$ cat config.mk
export PLATFORM = sky130hd
export DESIGN_NAME = mpmc10_burst_mask_sel
export DESIGN_NICKNAME = d
export VERILOG_FILES = /design/src/rtl/mpmc10_burst_mask_sel.sv
export SDC_FILE = /design/constraint.sdc
export NUM_CORES = 1
export LEC_CHECK = 0
export BUFFER_PORTS_ARGS = -buffer_cell sky130_fd_sc_hd__buf_2
export CAP_MARGIN = 0
export CORE_MARGIN = 2
export CORE_UTILIZATION = 53
export DETAILED_ROUTE_END_ITERATION = 6
export GPL_TIMING_DRIVEN = 0
export PLACE_DENSITY = 0.86
export SYNTH_ARGS = -nofsm -noshare
export SYNTH_HDL_FRONTEND = slang
export SYNTH_SLANG_ARGS = --single-unit
$ cat constraint.sdc
create_clock -name clk -period 2.7 [get_ports clk]
set_input_delay 0 -clock clk [delete_from_list [all_inputs] [get_ports clk]]
set_output_delay 0 -clock clk [all_outputs]
set_load 0.01 [all_outputs]
$ cat src/rtl/mpmc10_burst_mask_sel.sv
// mpmc10_burst_mask_sel: stages a write burst's byte enables and presents one data mask per beat (0 = write, 1 = masked)
module mpmc10_burst_mask_sel #(
  parameter int WID = 256,
  parameter int BEATS = 4,
  parameter int LW = ($clog2(BEATS) > 0) ? $clog2(BEATS) : 1
) (
  input  logic                     clk,
  input  logic                     rst,
  input  logic                     ld,
  input  logic                     we,
  input  logic [BEATS*WID/8-1:0]   wmask,
  input  logic [LW-1:0]            len_m1,
  input  logic                     rmw,
  input  logic                     go,
  input  logic                     beat_adv,
  input  logic                     abort,
  output logic [WID/8-1:0]         mask,
  output logic                     mask_vld,
  output logic                     last,
  output logic [LW-1:0]            beat,
  output logic                     busy,
  output logic                     rdy
);
  localparam int MW = WID / 8;
  typedef enum logic [1:0] {IDLE, HOLD, RUN} state_t;
  state_t state, state_n;
  logic [MW-1:0] stage [BEATS];
  logic [MW-1:0] stage_n [BEATS];
  logic [MW-1:0] mask_n;
  logic [LW-1:0] len, len_n, beat_n, nxt;
  logic vld_n;
  assign nxt = beat + LW'(1);
  assign last = mask_vld && beat == len;
  assign busy = state != IDLE;
  assign rdy = state == IDLE;
  always_ff @(posedge clk) begin
    if (rst) begin
      state <= IDLE;
      stage <= '{default: '0};
      len <= '0;
      mask <= '1;
      mask_vld <= 1'b0;
      beat <= '0;
    end else begin
      state <= state_n;
      stage <= stage_n;
      len <= len_n;
      mask <= mask_n;
      mask_vld <= vld_n;
      beat <= beat_n;
    end
  end
  // abort outranks every other request; staging survives it
  always_comb begin
    state_n = state;
    stage_n = stage;
    len_n = len;
    mask_n = mask;
    vld_n = mask_vld;
    beat_n = beat;
    if (abort) begin
      state_n = IDLE;
      mask_n = '1;
      vld_n = 1'b0;
      beat_n = '0;
    end else begin
      case (state)
        IDLE: if (ld) begin
          for (int b = 0; b < BEATS; b++)
            stage_n[b] = (we && !rmw) ? ~wmask[b*MW +: MW] : '0;
          len_n = (int'(len_m1) > BEATS - 1) ? LW'(BEATS - 1) : len_m1;
          state_n = HOLD;
        end
        HOLD: begin
          if (rmw) stage_n = '{default: '0};
          if (go) begin
            mask_n = rmw ? '0 : stage[0];
            vld_n = 1'b1;
            beat_n = '0;
            state_n = RUN;
          end
        end
        RUN: if (beat_adv) begin
          if (beat < len) begin
            beat_n = nxt;
            mask_n = stage[nxt];
          end else begin
            mask_n = '1;
            vld_n = 1'b0;
            beat_n = '0;
            state_n = IDLE;
          end
        end
        default: state_n = IDLE;
      endcase
    end
  end
endmodule
After elaboration in Yosys (flattened, before gate mapping)
Index checks and enable logic that the tools add are counted.
- $add $sub $neg: 1
- order comparisons: 2
- eq/ne operators: 8
- multiplexer cells: 28
- bitwise logic cells: 6
- reduce and logical (&&, ||, !) cells: 13
- operator list (cell ; count):
    $mux W32 ; 10
    $mux W128 ; 2
    $pmux W128 S2 ; 1
    $not A32 Y32 ; 4
    $bmux W32 S2 ; 1
    $pmux W32 S2 ; 1
    $mux W2 ; 7
    $reduce_and A4 Y1 ; 3
    $ne A2 B2 Y1 const B ; 5
    $pmux W2 S3 ; 1
    $reduce_and A3 Y1 ; 2
    $reduce_bool A2 Y1 ; 3
    $pmux W2 S2 ; 1
    $ge A3 B3 Y1 const B ; 1
    $mux W1 ; 3
    $not A2 Y3 ; 1
    $add A2 B1 Y2 const B ; 1
    $eq A2 B1 Y1 const B ; 1
    $eq A2 B2 Y1 ; 1
    $eq A2 B2 Y1 const B ; 1
    $logic_and A1 B1 Y1 ; 2
    $logic_not A2 Y1 ; 1
    $lt A2 B2 Y1 ; 1
    $pmux W1 S2 ; 1
    3 further kinds ; 3
- register bits after elaboration: 167
- output and inout bits: 38
- logic and storage cells: 67

Longest topological paths before layout
- depth in word-level cells: 8
- gate-level depth with buffers: 10
- mapped depth without buffers: 6

Worst setup path before layout
No wires, ideal clock.
- path type: register -> register
- start point: register beat[0]
- end point: register mask[11]
- library setup time: 74 ps
- data arrival time: 2082 ps
- data required time: 2626 ps
- path slack: 544 ps
- cell stages (with the launch flop): 11
- buffers on the path: 4
- clock period less this slack: 2156 ps
- cells stage by stage: dfxtp_1 -> buf_2 -> buf_2 -> inv_1 -> ha_1 -> nor2b_1 -> or4b_1 -> clkbuf_1 -> clkbuf_1 -> nor2_1 -> o21ai_0
- word-level cells in the longest chain between the ends: 8
- elaborated cells between the ends (all ways): 9
- ends and longest elaborated chain (element ; RTL line ; RTL):
    start: declaration ; 20 ; output logic [LW-1:0] beat,
    start signal: assignment ; 50 ; beat <= beat_n;
    $add A2 B1 Y2 ; 32 ; assign nxt = beat + LW'(1);
    $not A2 Y3 (implied by the code) ; 86 ; mask_n = stage[nxt];
    $bmux W32 S2 ; 86 ;
    $mux W32 (implied by the code) (2 in a row) ; 86 ;
    $mux W32 * ; 84 ; if (beat < len) begin
    $mux W32 * ; 83 ; RUN: if (beat_adv) begin
    $pmux W32 S2 * ; 67 ; case (state)
    end signal: assignment ; 48 ; mask <= mask_n;
    end: declaration ; 17 ; output logic [WID/8-1:0] mask,
Every way passes the cells marked *; elsewhere a longest branch is shown, timed or not. The select of a mux whose other input is x is not followed.
A chain may end at the register's enable or synchronous reset.

Worst setup path in the final report
- start point: register beat[0]
- end point: register mask[29]
The elaborated chain is that of the path after synthesis.

==> results.py <==
metrics = {
    "final_layout": {
        "design_area_sq_um": 10200,
        "layout_commonest_cell": "buf_2",
        "layout_common_cells": "buf_2 (200), a21oi_1 (197), dfxtp_1 (167), dlygate4sd3_1 (134), nand2_1 (131)",
        "layout-drive-gt1-share_pct": 23.3,
        "finalNonFillerCells": 1351,
        "area_growth_syn_to_layout_pct": 41.9,
        "fin_nets": 1301,
    },
    "setup_path": {
        "path_class": "flop to flop",
        "critical_path.startpoint_type": "flop",
        "critPathRequiredTime_ns": 3.03,
        "worst_path_max_delay_cell": "dfxtp_1",
        "cp.depth": 9,
        "slowest_delay_ns": 0.37,
        "crit_arrival_ns": 2.84,
        "path_cells": "buf_2 > clkbuf_4 > inv_1 > ha_1 > nor2b_1 > or4b_4 > clkbuf_2 > nor2_1 > o21ai_0",
        "end_kind": "flop",
        "cp_top_family": "buffers and inverters",
        "worstRegToRegCells": 9,
        "path_buf_inv": 4,
        "cp_max_fo": 10,
        "r2r-end": "mask[29]$_SDFFE_PP1P_",
        "r2r-start": "beat[0]$_SDFFE_PP0P_",
        "r2r_slack_ns": 0.19,
    },
    "timing": {
        "finClkSkew_ns": 0.00971,
        "finalSetupTns_ns": 0,
        "finalCriticalPeriod_ns": 2.51,
        "fmax_mhz": 398,
        "drv_slew": 0,
        "rsz0062_at_grt": "false",
        "finalHoldViolCount": 0,
        "worst_pin_slew_ns": 0.840,
        "slew_headroom_pct": 44.0,
        "timing.final.crit_share_pct": 93.0,
        "setup_viol": 0,
    },
    "grt": {
        "grt_usage_pct": 38.3,
        "grt_pass1_vias": 8087,
        "antenna_found_initial": 3,
        "grt_max_degree": 17,
        "grt_overflow": 0,
        "grt_pass1_wl_microns": 42300,
    },
    "synthesis": {
        "synth_edf_count": 0,
        "synth_nets": 975,
        "syn-cell-area_sq_um": 7210,
        "postSynthAreaPerCell_sq_um": 8.64,
        "ys.flop_type": "dfxtp_1",
        "ys_types": 29,
        "ys_seq_area_share_pct": 46.4,
        "synth.mux.area_fraction_pct": 10.1,
        "ys_ff_latch": 167,
        "synth-async-reset-ratio_pct": 0,
        "synth_compound_area_share_pct": 16.5,
        "postSynthCellCount": 835,
        "synth_xor_area_share_pct": 0,
        "synth_top_family_by_area": "simple AND/OR/NAND/NOR gates",
        "synth-adder-area-share_pct": 0.347,
        "synth-warning-count": 0,
        "yosys.area_share.simple_pct": 21.4,
    },
    "floorplan": {
        "ios": 176,
        "core_area_sq_um": 13200,
        "dieArea_sq_um": 14600,
        "die_h_microns": 121,
        "fp.dieW_microns": 121,
        "fp-row-count": 42,
        "start_util_pct": 54.5,
    },
    "cts": {
        "clockRootBuffer": "clkbuf_16",
        "htree_levels": 4,
        "cts_made_buffers": 17,
        "path_clk_slew_ns": 0.07,
        "cts_buffer_depth": 2,
        "clkLatencyLatePin_ns": 0.44,
        "tritoncts": "yes",
        "clock_sinks": 167,
    },
    "power": {
        "p_total_w": 0.00557,
        "ir_drop_mv": 0.344,
        "p_leak_nw": 3.74,
        "power_density_nw_per_um2": 545,
    },
    "routing": {
        "routed_wirelength_microns": 27300,
        "detail_route.wl_per_cell_microns": 20.2,
        "drtAntennaViolNets": 0,
        "via_per_inst": 6.05,
        "drtIter0Drc": 1273,
        "drc": 0,
        "num_vias": 8177,
        "dr.pass1.iters": 6,
    },
    "place": {
        "dpl_cell_area_sq_um": 8300,
        "portBuffers": 174,
        "hpwl_microns": 15700,
        "place_inst": 1185,
        "finalWeightedCongestion": 0.904,
    },
    "run_status": {
        "outcome": "complete, no violations",
    },
    "min_path": {
        "hold_end": "beat[1]$_SDFFE_PP0P_",
        "holdPathStages": 3,
        "hp-start": "rst",
        "hold_class": "input pin to flop",
    },
    "job": {
        "maxCapViolCount": 0,
    },
}
per-stage QoR:
stage | hold slack (ns) | utilization [%] | setup slack (ns)
2_1_floorplan | 0.136 | - | 0.544
3_3_place_gp | 0.236 | 62.7 | -0.0468
3_5_place_dp | 0.239 | 62.7 | -0.109
4_1_cts | 0.121 | 77.2 | 0.138
5_1_grt | 0.175 | 77.2 | 0.0598
6_report | 0.150 | 77.3 | 0.189
flip-flops by register name, summed over array words and instances (netlist names):
| name | count |
|---|---|
| stage | 128 |
| mask | 32 |
| beat | 2 |
| len | 2 |
| state | 2 |
| mask_vld | 1 |
worst max path at each step:
stage / from / endpoint / slack [ns]
6_report: beat[0]$_SDFFE_PP0P_ / mask[29]$_SDFFE_PP1P_ / 0.19
3_3_place_gp: beat[0]$_SDFFE_PP0P_ / mask[17]$_SDFFE_PP1P_ / -0.05
3_5_place_dp: beat[0]$_SDFFE_PP0P_ / mask[15]$_SDFFE_PP1P_ / -0.11
5_1_grt: beat[0]$_SDFFE_PP0P_ / mask[29]$_SDFFE_PP1P_ / 0.06
4_1_cts: beat[0]$_SDFFE_PP0P_ / mask[30]$_SDFFE_PP1P_ / 0.14
2_1_floorplan: beat[0]$_SDFFE_PP0P_ / mask[11]$_SDFFE_PP1P_ / 0.54
synthesized netlist by cell type, types with 2 or more instances:
master / n / area (sq um)
nor2_1: 37 / 139
inv_1: 3 / 11.3
and3b_1: 2 / 17.5
nand2b_1: 2 / 12.5
clkbuf_1: 52 / 195
buf_2: 27 / 135
a21oi_1: 197 / 986
o21ai_0: 33 / 165
ha_1: 2 / 25.0
nand2_1: 131 / 492
a211oi_1: 2 / 15.0
buf_6: 2 / 22.5
or3_1: 129 / 807
clkbuf_2: 2 / 10.0
mux4_2: 32 / 721
dfxtp_1: 167 / 3340
nor2b_1: 2 / 12.5
or2_2: 2 / 12.5
layout make-up:
type	count	area, sq um
multi-input combinational	581	3490
sequential	167	3340
fill	888	3010
timing repair buffer	308	2210
clock buffer	24	482
buffer	83	372
tap	176	220
clock inverter	7	93.8
inverter	3	11.3
antenna	2	5.00
worst reg2reg max path: stages, from the launching register on:
cell and delay [ns]:
dfxtp_1 0.37, buf_2 0.30, clkbuf_4 0.32, inv_1 0.10
ha_1 0.20, nor2b_1 0.16, or4b_4 0.22, clkbuf_2 0.32
nor2_1 0.12, o21ai_0 0.30
repair_timing:
item	CTS	global route
resized for setup	3	6
hold endpoints to repair	134	0
endpoints found under the setup margin	30	26
hold buffers	134	0
gates cloned	0	0
buffers inserted	0	0
kinds of logic (layout without fill, tap and decap cells):
group	Yosys count	after routing
other cells	0	2
simple gates	311	311
fa+ha+maj	2	2
flops	167	167
buf+inv	87	425
compound gates	235	235
mux	33	33
where the power goes:
group	internal (W)	switching, W	leakage [nW]
clock network	0.00143	0.00100	0.277
registers	0.00251	0.0000321	1.35
logic	0.000288	0.000314	2.11
total	0.00423	0.00135	3.74
per-layer routing:
layer	share of wire, %	GRT usage (%)	vias to the layer above
li1	-	-	3593
met3	10	9.86	196
met5	0	0	-
met4	7.4	25.4	0
met1	36	46.4	3698
met2	46	60.2	690
No activity file was read; power rests on OpenSTA's default activity.
